## config.mk

```make
export PLATFORM = sky130hd
export DESIGN_NAME = model_trainer_integration
export DESIGN_NICKNAME = d
export VERILOG_FILES = /design/src/rtl/model_trainer_integration_pkg.sv /design/src/rtl/model_trainer_saturating_adder.sv /design/src/rtl/model_trainer_integration.sv
export SDC_FILE = /design/constraint.sdc
export NUM_CORES = 2
export LEC_CHECK = 0
export CAP_MARGIN = 0
export CORE_MARGIN = 5
export CORE_UTILIZATION = 59
export CTS_CLUSTER_SIZE = 25
export DETAILED_ROUTE_END_ITERATION = 8
export HOLD_SLACK_MARGIN = 0.12
export MAX_ROUTING_LAYER = met4
export PLACE_DENSITY = 0.76
export SETUP_SLACK_MARGIN = 0.3
export SYNTH_ARGS = -nofsm -noshare
export SYNTH_HDL_FRONTEND = slang
export SYNTH_HIERARCHICAL = 1
export SYNTH_SLANG_ARGS = --single-unit
```

## constraint.sdc

```tcl
create_clock -name CLK -period 10.1 [get_ports CLK]
set_input_delay 2.02 -clock CLK [delete_from_list [all_inputs] [get_ports CLK]]
set_output_delay 2.02 -clock CLK [all_outputs]
set_load 0.005 [all_outputs]
```

## src/rtl/model_trainer_integration_pkg.sv

```systemverilog
// Shared constants and types for the trainer integration stage.
// Holds the element width, the accumulator depth and the saturation limits.
package model_trainer_integration_pkg;

    localparam int DATA_SIZE    = 64;
    localparam int CONTROL_SIZE = 64;
    localparam int SIZE_I_MAX   = 64;

    // Index width addresses the array; count width can also hold SIZE_I_MAX itself.
    localparam int IDX_W = $clog2(SIZE_I_MAX);
    localparam int CNT_W = $clog2(SIZE_I_MAX + 1);

    typedef enum logic [1:0] {
        ST_IDLE       = 2'd0,
        ST_ACCUMULATE = 2'd1,
        ST_OUTPUT     = 2'd2
    } state_t;

    localparam logic signed [DATA_SIZE-1:0] MAX_POS = {1'b0, {(DATA_SIZE-1){1'b1}}};
    localparam logic signed [DATA_SIZE-1:0] MAX_NEG = {1'b1, {(DATA_SIZE-1){1'b0}}};

endpackage

```

## src/rtl/model_trainer_saturating_adder.sv

```systemverilog
// Combinational signed adder that clamps to the representable range.
// Raises o_overflow whenever the result had to be clamped.
module model_trainer_saturating_adder
    import model_trainer_integration_pkg::*;
(
    input  logic signed [DATA_SIZE-1:0] i_a,
    input  logic signed [DATA_SIZE-1:0] i_b,
    output logic signed [DATA_SIZE-1:0] o_sum,
    output logic                        o_overflow
);

    logic signed [DATA_SIZE-1:0] w_raw;

    assign w_raw = i_a + i_b;

    // Overflow only happens when both operands share a sign and the result flips it.
    assign o_overflow = (i_a[DATA_SIZE-1] == i_b[DATA_SIZE-1]) &&
                        (w_raw[DATA_SIZE-1] != i_a[DATA_SIZE-1]);

    assign o_sum = o_overflow ? (i_a[DATA_SIZE-1] ? MAX_NEG : MAX_POS) : w_raw;

endmodule

```

## src/rtl/model_trainer_integration.sv

```systemverilog
// Integrates a t-major stream of derivative vectors over SIZE_T steps and
// streams the integral back out one element per cycle, index 0 first.
module model_trainer_integration
    import model_trainer_integration_pkg::*;
(
    input  logic                           CLK,
    input  logic                           RST,
    input  logic                           START,
    output logic                           READY,
    input  logic [CONTROL_SIZE-1:0]        SIZE_I_IN,
    input  logic [CONTROL_SIZE-1:0]        SIZE_T_IN,
    input  logic                           DATA_IN_ENABLE,
    input  logic signed [DATA_SIZE-1:0]    DATA_IN,
    output logic                           DATA_IN_READY,
    output logic                           DATA_OUT_ENABLE,
    output logic signed [DATA_SIZE-1:0]    DATA_OUT,
    output logic                           OVERFLOW
);

    state_t                      r_state;
    logic [CNT_W-1:0]            r_size_i;
    logic [CNT_W-1:0]            r_index_i;
    logic [CONTROL_SIZE-1:0]     r_size_t;
    logic [CONTROL_SIZE-1:0]     r_index_t;
    logic                        r_dout_en;
    logic signed [DATA_SIZE-1:0] r_dout;
    logic                        r_overflow;
    logic signed [DATA_SIZE-1:0] r_acc [SIZE_I_MAX];

    logic                        w_start_ok;
    logic                        w_accept;
    logic                        w_last_i;
    logic                        w_last_t;
    logic                        w_first_t;
    logic [CNT_W-1:0]            w_size_i_clamped;
    logic signed [DATA_SIZE-1:0] w_acc_rd;
    logic signed [DATA_SIZE-1:0] w_sum;
    logic signed [DATA_SIZE-1:0] w_wr_data;
    logic                        w_add_ovf;

    // READY stays low through the last output cycle so a run never overlaps its own tail.
    assign READY           = (r_state == ST_IDLE) && !r_dout_en;
    assign DATA_IN_READY   = (r_state == ST_ACCUMULATE);
    assign DATA_OUT_ENABLE = r_dout_en;
    assign DATA_OUT        = r_dout;
    assign OVERFLOW        = r_overflow;

    assign w_start_ok = START && READY;
    assign w_accept   = DATA_IN_ENABLE && DATA_IN_READY;
    assign w_last_i   = (r_index_i == r_size_i - CNT_W'(1));
    assign w_last_t   = (r_index_t == r_size_t - CONTROL_SIZE'(1));
    assign w_first_t  = (r_index_t == '0);

    assign w_size_i_clamped = (SIZE_I_IN > CONTROL_SIZE'(SIZE_I_MAX)) ?
                              CNT_W'(SIZE_I_MAX) : SIZE_I_IN[CNT_W-1:0];

    assign w_acc_rd  = r_acc[r_index_i[IDX_W-1:0]];
    // The first time step overwrites, so stale contents never need clearing.
    assign w_wr_data = w_first_t ? DATA_IN : w_sum;

    model_trainer_saturating_adder u_sat_add (
        .i_a        (w_acc_rd),
        .i_b        (DATA_IN),
        .o_sum      (w_sum),
        .o_overflow (w_add_ovf)
    );

    always_ff @(posedge CLK) begin
        if (w_accept) begin
            r_acc[r_index_i[IDX_W-1:0]] <= w_wr_data;
        end
    end

    always_ff @(posedge CLK) begin
        if (RST) begin
            r_state    <= ST_IDLE;
            r_size_i   <= '0;
            r_index_i  <= '0;
            r_size_t   <= '0;
            r_index_t  <= '0;
            r_dout_en  <= 1'b0;
            r_dout     <= '0;
            r_overflow <= 1'b0;
        end else begin
            case (r_state)
                ST_IDLE: begin
                    r_dout_en <= 1'b0;
                    if (w_start_ok) begin
                        r_size_i   <= w_size_i_clamped;
                        r_size_t   <= SIZE_T_IN;
                        r_index_i  <= '0;
                        r_index_t  <= '0;
                        r_overflow <= 1'b0;
                        if ((SIZE_I_IN != '0) && (SIZE_T_IN != '0)) begin
                            r_state <= ST_ACCUMULATE;
                        end
                    end
                end
                ST_ACCUMULATE: begin
                    if (w_accept) begin
                        if (!w_first_t && w_add_ovf) begin
                            r_overflow <= 1'b1;
                        end
                        if (w_last_i) begin
                            r_index_i <= '0;
                            if (w_last_t) begin
                                r_state <= ST_OUTPUT;
                            end else begin
                                r_index_t <= r_index_t + CONTROL_SIZE'(1);
                            end
                        end else begin
                            r_index_i <= r_index_i + CNT_W'(1);
                        end
                    end
                end
                ST_OUTPUT: begin
                    r_dout    <= w_acc_rd;
                    r_dout_en <= 1'b1;
                    if (w_last_i) begin
                        r_index_i <= '0;
                        r_state   <= ST_IDLE;
                    end else begin
                        r_index_i <= r_index_i + CNT_W'(1);
                    end
                end
                default: r_state <= ST_IDLE;
            endcase
        end
    end

endmodule

```

==> flow_summary.toml <==
[run_status]
status = "finished, final reports clean"

[logic_synthesis]
syn_nets = 8319
synth_top_flop_cell = "edfxtp_1"
yosys-top-cells-count = "edfxtp_1 (4096), mux4_2 (1344), clkbuf_1 (325)"
synth_warnings = 6
synth_cell_types = 99
async_flop_share = 0
synth_edf_count = 4096
ys_seq_elements = 4312
avgSynthCellArea_um2 = 21.4
synth_top_cell_by_area = "edfxtp_1"
synth_top_area_share = 0.714
yosys-top-cells-area = "edfxtp_1 (71%), mux4_2 (18%), dfxtp_1 (2.5%)"
netlist_area_mm2 = 0.172
yosysMostFrequentCell = "edfxtp_1"
syn_inst = 8050
ys_seq_area_frac = 0.740

[sta]
fin_crit_ps = 9350
grt_setup_unrepaired = "no"
fin_skew_ps = 86.9
relSlewSlack = 0.134
period_share = 0.926
hold_viol_final = 0
setup_viol = 0
tns_ps = 0
drv_slew = 0
max_freq_ghz = 0.107
tightestPinTransition_ps = 1300

[route]
drc = 0
drt-initial-drc-count = 19300
vias_per_cell = 7.37
vias = 94300
wirelength_mm = 542
antenna_left = 0
first_pass_iters = 6
wl_per_cell_um = 42.4

[clock_tree]
clock-root-buffer = "clkbuf_16"
tritoncts = "built"
path_clk_slew_ps = 60
post_cts_buffers = 0
cts_buffers = 415
postCtsHoldBufs = 0
clock_latency_ps = 1010
htree_num_levels = 5
cts_resized = 0
cts_sinks = 4312
cts_max_path_buffers = 4

[die]
die_y_um = 550
dieArea_mm2 = 0.303
boundaryPins = 264
die_w_um = 550
placementRows = 198
core_area_mm2 = 0.291
start_util = 0.592

[finish]
final-seq-area_mm2 = 0.127
nFillCells = 17600
area_growth_pct = 13.0
final_nets = 8782
multi_input_area_mm2 = 0.0433
drive_above_1_share = 0.275

[setup_path]
worstPathRequired_ps = 10680
cpMaxStageDelayCell = "mux2_2"
path_cells = "buf_12, buf_4, mux4_2, mux4_2, mux4_2, ha_1, nand4_1, nor4_2, o21ai_1, o221ai_2, a2111oi_2, o21ai_2, o221ai_2, or3_4, buf_4, a21oi_1, mux2_2"
max_stage_delay_ps = 960
crit_path_frequent_cell = "mux4_2"
crit_arrival_ps = 9930
criticalPathCategory = "reg -> reg"
start_kind = "flop"
endpoint_kind = "flop"
regToRegSetupSlack_ps = 750
crit_fanout = 65

[placed_design]
place.port_buffers = 263
dpl.hpwl_mm = 270
gp_congestion = 0.977

[pwr]
pwr_density_cell_mw_per_mm2 = 205
ir_worst_vdd_mv = 0.207
total_power_mw = 39.9
p_leak_nw = 59.1

[global_route]
grt_pass1_wl_mm = 746
grt_pass1_vias = 92500
track_usage = 0.370
antenna_found_initial = 25
grt_max_degree = 102
grt-ovfl-total = 0

[job]
max_cap_viol_count = 0

[worst_hold_path]
hold_path.class = "reg -> reg"
==> worst paths after layout <==
check,from,endpoint,cells after the start
worst max register to register,flop,r_acc[51][0],17
worst min register to register,DATA_OUT[38],DATA_OUT[38],2
worst min-delay path,DATA_OUT[38],DATA_OUT[38],2
worst max-delay path,flop,r_acc[51][0],17
==> kinds of logic (layout without fill, tap and decap cells) <==
group	Yosys count	after routing	synth area share
flip-flops	4312	4312	0.740
multiplexers	1485	1485	0.184
AND/OR/NAND/NOR	990	990	0.0291
AO/OA/AOI/OAI	528	528	0.0209
buffers and inverters	492	1309	0.0119
XOR/XNOR	169	169	0.00860
adder cells (fa/ha/maj)	74	74	0.00541
other	0	25	0
==> registers in the layout, indices dropped and copies added (netlist names), named ones only <==
name             count
OVERFLOW             1
r_index_t           64
r_index_i            7
DATA_OUT_ENABLE      1
r_size_t            64
DATA_OUT            64
r_state              2
r_acc             4096
r_size_i             7
==> placed cells by master (no fill, tap or decap), drive strengths merged, types with 109 or more instances in the layout <==
master / instances
edfxtp: 4096
a21oi: 186
dfxtp: 216
mux4: 1344
clkdlybuf4s50: 262
nand2: 281
clkinv: 172
o21ai: 112
nor2: 265
clkbuf: 520
buf: 231
xnor2: 109
==> critical path, delay by kind of cell (launching register included) <==
| kind | cells | cell delay (ps) |
|---|---|---|
| flip-flops | 1 | 940 |
| adder cells (fa/ha/maj) | 1 | 490 |
| multiplexers | 4 | 2370 |
| AO/OA/AOI/OAI | 6 | 1460 |
| AND/OR/NAND/NOR | 3 | 1910 |
| buffers and inverters | 3 | 1560 |
==> final cells by class <==
class | count | area share
flip-flops and latches | 4312 | 0.655
clock inverters | 251 | 0.0139
diodes | 25 | 0.000322
multi-input cells | 3246 | 0.223
clock buffers | 520 | 0.0566
well taps | 3900 | 0.0251
inverters | 45 | 0.000868
repair buffers | 493 | 0.0261
==> per-stage QoR <==
step	instances	util	setup slack, ps	cell area [µm²]	hold slack (ps)
after global routing	12800	0.669	783	195000	528
after global placement	12000	0.622	1460	181000	474
final	12800	0.669	749	195000	499
after detailed placement	12000	0.622	1340	181000	486
after CTS	12800	0.669	1220	194000	502
after floorplan	8050	-	2720	172000	448
==> power by group <==
group | leakage (nW) | switching, mW | internal (mW)
Sequential | 38.6 | 0.112 | 19.6
Combinational | 13.9 | 2.45 | 1.91
Clock | 6.67 | 6.91 | 8.89
==> per-layer routing <==
metal  vias up  track usage  wire length [µm]
met3      1812        0.101             78400
met1     48600        0.471            174000
met5         -            -                 0
met4         0        0.213             39000
met2      8925        0.545            251000
li1      34900            -                 -
(Power assumes the default switching activity.)
